`src/rtl/cmos_pkg.sv`:
```
// cmos_pkg: shared widths, limits and the pixel-with-flags record for the DVP pixel packer
package cmos_pkg;
  localparam int FRAME_CNT_W = 16;
  localparam int MAX_BPP = 4;
  localparam int MAX_PIX_W = 64;
  function automatic int out_w(input int in_w, input int bpp);
    return in_w * bpp;
  endfunction
  typedef struct packed {
    logic [MAX_PIX_W-1:0] data;
    logic                 sof;
    logic                 eol;
  } pix_t;
endpackage

```
`src/rtl/cmos_sync_edge.sv`:
```
// cmos_sync_edge: registers vsync/href and flags the frame-start edge and the line end
// pclk/rst: clock and async active-high reset
// vs_i/de_i: raw sensor vsync and href
// frame_edge_o: vs_i reached VS_POL this cycle; line_end_o: de_i fell this cycle
module cmos_sync_edge #(
  parameter bit VS_POL = 1'b1
) (
  input  logic pclk,
  input  logic rst,
  input  logic vs_i,
  input  logic de_i,
  output logic frame_edge_o,
  output logic line_end_o
);
  logic vs_q, de_q;
  always_ff @(posedge pclk or posedge rst)
    if (rst) begin
      vs_q <= 1'b0;
      de_q <= 1'b0;
    end else begin
      vs_q <= vs_i;
      de_q <= de_i;
    end
  assign frame_edge_o = (vs_q != VS_POL) && (vs_i == VS_POL);
  assign line_end_o = de_q && !de_i;
endmodule

```
`src/rtl/cmos_pixel_packer.sv`:
```
// cmos_pixel_packer: packs BYTES_PER_PIX sensor beats into one pixel tagged with sof/eol
// pclk/rst: clock and async active-high reset; cfg_swap: 1 puts the first beat at the LSBs
// vs_i/de_i/pdata_i: DVP capture inputs
// pix_vld_o/pix_sof_o/pix_eol_o/pdata_o: registered pixel stream
// line_pix_cnt_o: pixels in the last closed line; frag_err_o: partial pixel dropped; frame_cnt_o: frames started
module cmos_pixel_packer
  import cmos_pkg::*;
#(
  parameter int IN_W = 8,
  parameter int BYTES_PER_PIX = 2,
  parameter bit VS_POL = 1'b1,
  parameter int H_CNT_W = 12,
  localparam int OUT_W = out_w(IN_W, BYTES_PER_PIX)
) (
  input  logic                   pclk,
  input  logic                   rst,
  input  logic                   cfg_swap,
  input  logic                   vs_i,
  input  logic                   de_i,
  input  logic [IN_W-1:0]        pdata_i,
  output logic                   pix_vld_o,
  output logic                   pix_sof_o,
  output logic                   pix_eol_o,
  output logic [OUT_W-1:0]       pdata_o,
  output logic [H_CNT_W-1:0]     line_pix_cnt_o,
  output logic                   frag_err_o,
  output logic [FRAME_CNT_W-1:0] frame_cnt_o
);
  localparam int IDX_W = $clog2(MAX_BPP);
  localparam logic [IDX_W-1:0] LAST = IDX_W'(BYTES_PER_PIX - 1);
  logic fe, le, beat, done, flush, emit, swap;
  logic [IDX_W-1:0] idx_q, idx_d;
  logic swap_q;
  logic [OUT_W-1:0] acc_q, acc_d, hold_data_q, hold_data_d;
  logic hold_vld_q, hold_vld_d, hold_sof_q, hold_sof_d, sof_pend_q, sof_pend_d;
  logic [H_CNT_W-1:0] hcnt_q, hcnt_d, lcnt_q, lcnt_d;
  logic [FRAME_CNT_W-1:0] fcnt_q, fcnt_d;
  logic vld_q, vld_d, frag_q, frag_d;
  pix_t out_q, out_d;
  cmos_sync_edge #(.VS_POL(VS_POL)) u_edge (
    .pclk(pclk), .rst(rst), .vs_i(vs_i), .de_i(de_i),
    .frame_edge_o(fe), .line_end_o(le)
  );
  assign beat = de_i && !fe;
  assign done = beat && (idx_q == LAST);
  assign flush = fe || le;
  assign emit = hold_vld_q && (done || flush);
  // byte order is frozen by the first beat so one pixel never mixes orders
  assign swap = (idx_q == '0) ? cfg_swap : swap_q;
  always_comb begin
    acc_d = acc_q;
    if (beat) acc_d[(swap ? int'(idx_q) : BYTES_PER_PIX - 1 - int'(idx_q)) * IN_W +: IN_W] = pdata_i;
    idx_d = (flush || done) ? '0 : beat ? idx_q + 1'b1 : idx_q;
    hold_data_d = done ? acc_d : hold_data_q;
    hold_sof_d = done ? sof_pend_q : hold_sof_q;
    hold_vld_d = done ? 1'b1 : flush ? 1'b0 : hold_vld_q;
    sof_pend_d = fe ? 1'b1 : done ? 1'b0 : sof_pend_q;
    hcnt_d = flush ? '0 : (done && !(&hcnt_q)) ? hcnt_q + 1'b1 : hcnt_q;
    lcnt_d = flush ? hcnt_q : lcnt_q;
    frag_d = flush && (idx_q != '0);
    fcnt_d = fcnt_q + FRAME_CNT_W'(fe);
    vld_d = emit;
    out_d = emit ? pix_t'{data: MAX_PIX_W'(hold_data_q), sof: hold_sof_q, eol: flush}
                 : pix_t'{data: out_q.data, sof: 1'b0, eol: 1'b0};
  end
  always_ff @(posedge pclk or posedge rst)
    if (rst) begin
      idx_q <= '0;
      swap_q <= 1'b0;
      acc_q <= '0;
      hold_data_q <= '0;
      hold_sof_q <= 1'b0;
      hold_vld_q <= 1'b0;
      sof_pend_q <= 1'b0;
      hcnt_q <= '0;
      lcnt_q <= '0;
      fcnt_q <= '0;
      vld_q <= 1'b0;
      frag_q <= 1'b0;
      out_q <= '0;
    end else begin
      idx_q <= idx_d;
      swap_q <= swap;
      acc_q <= acc_d;
      hold_data_q <= hold_data_d;
      hold_sof_q <= hold_sof_d;
      hold_vld_q <= hold_vld_d;
      sof_pend_q <= sof_pend_d;
      hcnt_q <= hcnt_d;
      lcnt_q <= lcnt_d;
      fcnt_q <= fcnt_d;
      vld_q <= vld_d;
      frag_q <= frag_d;
      out_q <= out_d;
    end
  assign pix_vld_o = vld_q;
  assign pix_sof_o = out_q.sof;
  assign pix_eol_o = out_q.eol;
  assign pdata_o = OUT_W'(out_q >> 2);
  assign line_pix_cnt_o = lcnt_q;
  assign frag_err_o = frag_q;
  assign frame_cnt_o = fcnt_q;
endmodule

```
`config.mk`:
```
export PLATFORM = sky130hd
export DESIGN_NAME = cmos_pixel_packer
export DESIGN_NICKNAME = d
export VERILOG_FILES = /design/src/rtl/cmos_pkg.sv /design/src/rtl/cmos_sync_edge.sv /design/src/rtl/cmos_pixel_packer.sv
export SDC_FILE = /design/constraint.sdc
export NUM_CORES = 1
export LEC_CHECK = 0
export ABC_AREA = 1
export CAP_MARGIN = 20
export CORE_ASPECT_RATIO = 0.9
export CORE_MARGIN = 2
export CORE_UTILIZATION = 30
export CTS_CLUSTER_DIAMETER = 100
export DETAILED_ROUTE_END_ITERATION = 16
export PLACE_DENSITY = 0.48
export SYNTH_ARGS = -nofsm -noshare
export SYNTH_HDL_FRONTEND = slang
export SYNTH_SLANG_ARGS = --single-unit
export TNS_END_PERCENT = 30
```
`constraint.sdc`:
```
create_clock -name pclk -period 5.5 [get_ports pclk]
set_input_delay 0.55 -clock pclk [delete_from_list [all_inputs] [get_ports pclk]]
set_output_delay 0.55 -clock pclk [all_outputs]
set_load 0.1 [all_outputs]
```
Word level (Yosys, flattened, before mapping):

Cells that the tools add are included.
W data, S select, Z words.

* reduce and logical (&&, ||, !) cells: 19
* mux-type cells: 13
* shift operators: 2
* $add $sub $neg: 5
* bitwise logic cells: 1
* equal/unequal tests: 1

Operators by type and width (number)
* $neg A32 Y33: 1
* $shift A8 B33 Y16 const A: 1
* $shiftx A8 B33 Y16: 1
* $mux W29: 1
* $mux W12: 2
* $add A16 B1 Y16: 1
* $bwmux W16: 1
* $mux W16: 1
* $add A12 B1 Y12 const B: 1
* $reduce_and A12 Y1: 1
* $reduce_bool A2 Y1: 5
* $logic_and A1 B1 Y1: 7
* $mux W2: 3
* $mux W1: 5
* $logic_not A1 Y1: 3
* $sub A1 B2 Y3 const A: 1
* $add A2 B1 Y2 const B: 1
* $eq A2 B1 Y1 const B: 1
* $logic_not A2 Y1: 1
* $logic_or A1 B1 Y1: 2
* $not A1 Y1: 1

* logic and storage cells: 58
* register bits after elaboration: 100

Longest topological paths before layout:

Gate-level depths: netlist of run 1.

* depth after elaboration: 8
* mapped depth: 11
* mapped depth without buffers: 11

Hierarchy:

From an unflattened synthesis of run 1, not the netlist that was laid out.

* cells, all modules: 504
* area total of the unflattened synthesis: 4425.5 um^2

Modules (own cells, without submodules)
* cmos_pixel_packer: cells each 497, area an instance 4351.7 um^2, seq. area each 2452.4 um^2, times used 1
* cmos_sync_edge: cells each 7, area an instance 73.8 um^2, seq. area each 50.0 um^2, times used 1

Worst setup path after synthesis of run 1:

OpenSTA, ideal clock, no wires.

* kind: flip-flop to flip-flop
* from: register fcnt_q[0], in the netlist frame_cnt_o[0]
* to: register fcnt_q[9], in the netlist frame_cnt_o[9]
* data arrival time: 2002 ps
* library setup time: 122 ps
* buffers on the path: 0
* slack: 3376 ps
* stages on the path, launching flop included: 9
* required time: 5378 ps
* clock period less this slack: 2124 ps
* cell sequence: dfrtp_1 -> ha_1 -> nand3_1 -> inv_1 -> nand3_1 -> nor2_1 -> nand3_1 -> nand2_1 -> nand2_1

* longest elaborated chain between the ends: 1

Ends and longest elaborated chain
* start: declaration: RTL line cmos_pixel_packer.sv:37 `logic [FRAME_CNT_W-1:0] fcnt_q, fcnt_d;`
* start signal: assignment: RTL line cmos_pixel_packer.sv:91 `fcnt_q <= fcnt_d;`
* $add A16 B1 Y16: RTL line cmos_pixel_packer.sv:61 `fcnt_d = fcnt_q + FRAME_CNT_W'(fe);`
* net fcnt_d[9]: RTL line cmos_pixel_packer.sv:37

The timed path passes the listed nets, and every way through them passes these cells.
A chain may end at the register's enable or synchronous reset.

Worst setup path after layout of run 1:

* from: register fcnt_q[3], in the netlist frame_cnt_o[3]
* to: output port frame_cnt_o[3]

RTL lines
* end: declaration: RTL line cmos_pixel_packer.sv:27 `output logic [FRAME_CNT_W-1:0] frame_cnt_o`

No word-level cell between the ends.

==> metrics, run 1 <==
status=finished, final reports clean; Slew headroom=32.5%; Mapped Avg Cell Area=8.91 µm²; DRT Pass-1 Iters=4; critical path capture point type=primary output; Clock Latency Late Sink=0.36 ns; Worst Path Max Fanout=5; antenna cells=0; final antenna-violating net count=0; Worst EP required=4.95 ns; Placer Congestion=0.810; Startpoint Class=register; core area=14800 µm²; Die H=121 µm; nets=591; Synth warnings=0; Tot Pwr=2860 µW; port bufs=60; clk buf depth=2; vias in the first global route=3366; via density per instance=4.33; RSZ-0062 raised after global routing=no; Root Buffer Master=clkbuf_16; GRT Util Overall=13.3%; Hold Crit Class=register to register; post-cts sizing count=0; Hold Fails Final Rpt=0; initial antenna violation count=0; share of cells above drive strength 1=10.2%; most common cell in the synthesized netlist=nand2_1; achievable frequency=0.399 GHz; Crit path largest cell delay=1.17 ns; top cell type's share of synthesized area=55.1%; Post-DP HPWL=6.75 mm; routed wire length=9.70 mm; Setup violations, final=0; overflow left after global routing=0; residual DRC count=0; CP delay by family, top=buffers and inverters; cells after synthesis=510; first-pass GRT wire length=16.8 mm; ranking of synthesized cells by area=dfrtp_1 55%, nand2_1 13%, nand3_1 5.8%, inv_1 4.5%, nand2_2 3.3%; Post-synth ARST share=100%; Via Count=3362; CTS Hold Buffers Added=0; setup_tns=0 ns; Max Cap Viol=0; CTS tree=yes; Top FF cell, synth=dfrtp_1; distinct cell type count after synthesis=27; WP buf/inv=1; Worst EP arrival=1.96 ns; Initial Utilization=30.8%; Setup Skew=0.0105 ns; Synth top cells by count=160 x nand2_1, 100 x dfrtp_1, 54 x inv_1; pwr dens=510 nW/µm²; Rows=42; area grow syn2layout=23.7%; Peak VDD IR=301 µV; I/O pins=61; Initial DRC Count=246; WL/cell=12.5 µm; die span in x=134 µm; CP Class=register to primary output; Pleak=0.00271 µW; H-tree depth=3; Worst-Margin Slew=1.01 ns; Mapped Nets=528; CTS clk-pin slew, worst paths=0.08 ns; TritonCTS buffer count=9; DIE AREA=16100 µm²; Final min period=2.51 ns; number of synthesized flops with an enable pin=0; period utilization=45.6%; clock sinks=100; Cell Area, Synth=4540 µm²; largest net degree at the start of global routing=63; slowest CP cell=clkdlybuf4s50_1; Post-CTS Setup Bufs=0; crit-path cells=clkdlybuf4s50_1; area leader, netlist=dfrtp_1; pins over their slew limit=0; number of synthesized register bits=100; sequential area share after synthesis=55.1%
## routing by layer
metal | routed length, µm | global-route usage (%)
met3 | 425 | 4.19
met1 | 4830 | 18.1
met4 | 125 | 4.26
met2 | 4310 | 20.0
met5 | 0 | 0
## kinds of logic after synthesis
group           share of synthesized area [%]
buf+inv                                  7.08
fa+ha+maj                                1.38
flops                                    55.1
simple gates                             31.7
compound gates                           1.87
xor+xnor                                 2.89
## cell usage in the layout, fill, tap and decap left out, drive strengths merged
master         instances
nand2                190
dfrtp                100
inv                   65
clkdlybuf4s50         60
nand3                 53
nor2                  28
o21ai                 17
and2                  16
nand4                 10
clkbuf                 9
xor2                   8
xnor2                  7
nor3                   6
ha                     5
clkinv                 3
buf                    1
## worst paths after layout
kind / start / slack [ns] / cells after the start / end
max reg2reg: idx_q[1] / 3.64 / 10 / pdata_o[12]
max: frame_cnt_o[3] / 2.99 / 1 / frame_cnt_o[3]
min reg2reg: hold_data_q[11] / 0.46 / 2 / pdata_o[11]
min: hold_data_q[11] / 0.46 / 2 / pdata_o[11]
min in group asynchronous: rst / 0.58 / 2 / frame_cnt_o[15]
max in group asynchronous: rst / 3.75 / 3 / acc_q[11]
## stage by stage
| step | hold slack [ns] | util, % | area, µm² | setup slack (ns) | instances |
|---|---|---|---|---|---|
| 4_1_cts | 0.469 | 38.1 | 5620 | 2.96 | 776 |
| 3_5_place_dp | 0.460 | 36.1 | 5330 | 3.11 | 760 |
| 5_1_grt | 0.493 | 38.1 | 5620 | 2.93 | 776 |
| 3_3_place_gp | 0.452 | 36.1 | 5330 | 3.16 | 760 |
| 6_report | 0.464 | 38.1 | 5620 | 2.99 | 776 |
| 2_1_floorplan | 0.442 | - | 4540 | 2.33 | 510 |
## state kept, by name, summed over array words and instances, names as in the netlist
name	cells
swap_q	1
pix_eol_o	1
pix_sof_o	1
idx_q	2
u_edge.vs_q	1
u_edge.de_q	1
line_pix_cnt_o	12
acc_q	16
hold_sof_q	1
hold_data_q	16
pdata_o	16
sof_pend_q	1
pix_vld_o	1
hold_vld_q	1
hcnt_q	12
frame_cnt_o	16
frag_err_o	1
## area by class of cell
cell class | instances | area, µm²
clock buffers | 9 | 225
clock inverters | 7 | 67.6
fillers | 1492 | 9150
inverters | 61 | 249
multi-input cells | 340 | 1720
flip-flops and latches | 100 | 2500
well taps | 198 | 248
repair buffers | 61 | 608
## where the power goes
group,switching (µW),internal [µW],leakage [µW]
Combinational,876,292,0.00131
Clock,311,319,0.000145
Sequential,123,943,0.00125
No activity file was read; power rests on OpenSTA's default activity.
==> inputs of run 2 (changes only) <==
Settings changed: PLACE_DENSITY 0.48 to 0.5.
Clock period 5.5 ns to 2.1 ns, I/O delays scaled along.
==> run 2 against run 1 <==
Critical path depth rose by 10. Die area stayed put. Worst hold slack got worse by 0.25 ns. Register-to-register slack got worse by 3.3 ns. First-iteration DRC count is 28% lower. Combinational power increased to 2.6 times the previous value. Sequential cell count unchanged. Total power rose to 2.6 times the previous value. Critical endpoint is now hold_data_q[1].
==> metrics, run 2 (same netlist as run 1, synthesis figures left out) <==
status=finished, final reports clean; Hold Crit Class=input pin to async pin; clock sinks=100 (unchanged); most frequent cells in the layout=160 x nand2_1, 100 x dfrtp_1, 54 x buf_4; Clock Latency Late Sink=0.35 ns (about the same); Die H=121 µm (unchanged); pins over their slew limit=0 (unchanged); CTS Hold Buffers Added=0 (unchanged); clk buf depth=2 (unchanged); area occupied by registers=2500 µm² (unchanged); antenna cells=0 (unchanged); Slew headroom=70.9% (+38 points); PnR worst setup slack=0.314 ns (-2.68 ns); placed cells=766 (+0.79%); Worst EP arrival=2.02 ns (+0.06 ns); residual DRC count=0 (unchanged); Setup Skew=0.00657 ns (-0.00394 ns); Startpoint Class=register; Hold Fails Final Rpt=0 (unchanged); most common cell after layout, fill and taps aside=nand2_1; Setup violations, final=0 (unchanged); routed wire length=9.77 mm (+0.72%); share of cells above drive strength 1=19.0% (+8.8 points); Peak VDD IR=802 µV (+170%); filler cell count=1509 (+1.1%); CP Class=register to register; post-route insts no fill=782 (+0.77%); achievable frequency=0.560 GHz; Post-CTS Setup Bufs=0 (unchanged); pwr dens=1360 nW/µm² (+170%); setup_tns=0 ns (unchanged); period utilization=85.1%; first-pass GRT wire length=17.0 mm (+0.78%); overflow left after global routing=0 (unchanged); GRT Util Overall=13.3% (+0.084 points); via density per instance=4.36 (+0.59%); TritonCTS buffer count=9 (unchanged); CTS tree=yes; Final min period=1.79 ns; initial antenna violation count=0 (unchanged); I/O pins=61 (unchanged); Rows=42 (unchanged); vias in the first global route=3450 (+2.5%); nets=597 (+1.0%); Worst EP required=2.33 ns (-2.62 ns); CTS clk-pin slew, worst paths=0.07 ns (about the same); Via Count=3408 (+1.4%); Placer Congestion=0.815 (+0.64%); Initial DRC Count=178 (-28%); post-cts sizing count=0 (unchanged); Max Cap Viol=0 (unchanged); core area=14800 µm² (unchanged); critical path capture point type=register; largest net degree at the start of global routing=46 (-27%); final core utilization=37.8% (-0.24 points); die span in x=134 µm (unchanged); Pleak=0.00283 µW (+4.1%); RSZ-0062 raised after global routing=no; Worst-Margin Slew=0.436 ns (-0.573 ns); WL/cell=12.5 µm (about the same); Root Buffer Master=clkbuf_16; DIE AREA=16100 µm² (unchanged); DRT Pass-1 Iters=4 (unchanged); Post-DP HPWL=6.93 mm (+2.7%); Initial Utilization=30.8% (unchanged); multi-input logic area=1720 µm² (unchanged); port bufs=60 (unchanged); Worst Path Max Fanout=9 (+4); final antenna-violating net count=0 (unchanged); H-tree depth=3 (unchanged); Placement Setup Slack=0.101 ns (-3.01 ns); area grow syn2layout=22.9%
[run 2: changes by cell type in the layout (fill, tap and decap cells not counted), sizes merged]
cell           delta
clkbuf            +3
clkinvlp          +2
inv               -5
buf              +54
bufinv            +2
clkdlybuf4s50    -48
clkinv            -2
[run 2: power by group]
part | switching (µW) | internal (µW) | total, µW
logic | 2290 | 704 | 3000
registers | 316 | 2470 | 2790
clock network | 715 | 1080 | 1790
total | 3320 | 4250 | 7570
[run 2: path summary, 6_finish.rpt]
path	endpoint	startpoint	slack, ns	depth (start not counted)
max in group asynchronous	pdata_o[0]	rst	1.23	3
setup reg to reg	hold_data_q[1]	idx_q[1]	0.31	11
setup / recovery	hold_data_q[1]	idx_q[1]	0.31	11
hold reg to reg	pdata_o[10]	hold_data_q[10]	0.47	2
hold / removal	pdata_o[14]	rst	0.22	2
min in group pclk	u_edge.vs_q	vs_i	0.40	1
[run 2: final cells by class]
cell class | instances | share of cell area (%)
clock inverter | 4 | 1.30
inverter | 61 | 4.48
clock buffer | 12 | 4.41
sequential | 100 | 44.8
tap | 198 | 4.44
timing repair buffer | 67 | 9.77
multi-input combinational | 340 | 30.8
[run 2: routing by layer]
metal  global-route usage [%]  wire (µm)  vias to the layer above
met5                        0          0                        -
met1                     18.2       4820                     1605
met4                     6.12        191                        0
met3                     2.94        390                       15
li1                         -          -                     1727
met2                     20.3       4370                       61
[run 2: critical path: stages (launching register included)]
cell and delay, ns:
dfrtp_1 0.44, inv_1 0.12, ha_1 0.22, inv_1 0.06
nand2_1 0.09, nand2_1 0.09, nand2_1 0.08, nand2_2 0.13
nand2_2 0.19, nand2_1 0.09, nand3_1 0.11, nand2_1 0.06
[run 2: per-stage QoR]
step / instance area, µm² / hold WS, ns / power [µW]
final: 5590 / 0.217 / 7570
after global routing: 5590 / 0.251 / 8030
after CTS: 5590 / 0.227 / 7690
after detailed placement: 5270 / 0.463 / 5850
after global placement: 5270 / 0.461 / 5810
after floorplan: 4550 / 0.241 / 5190
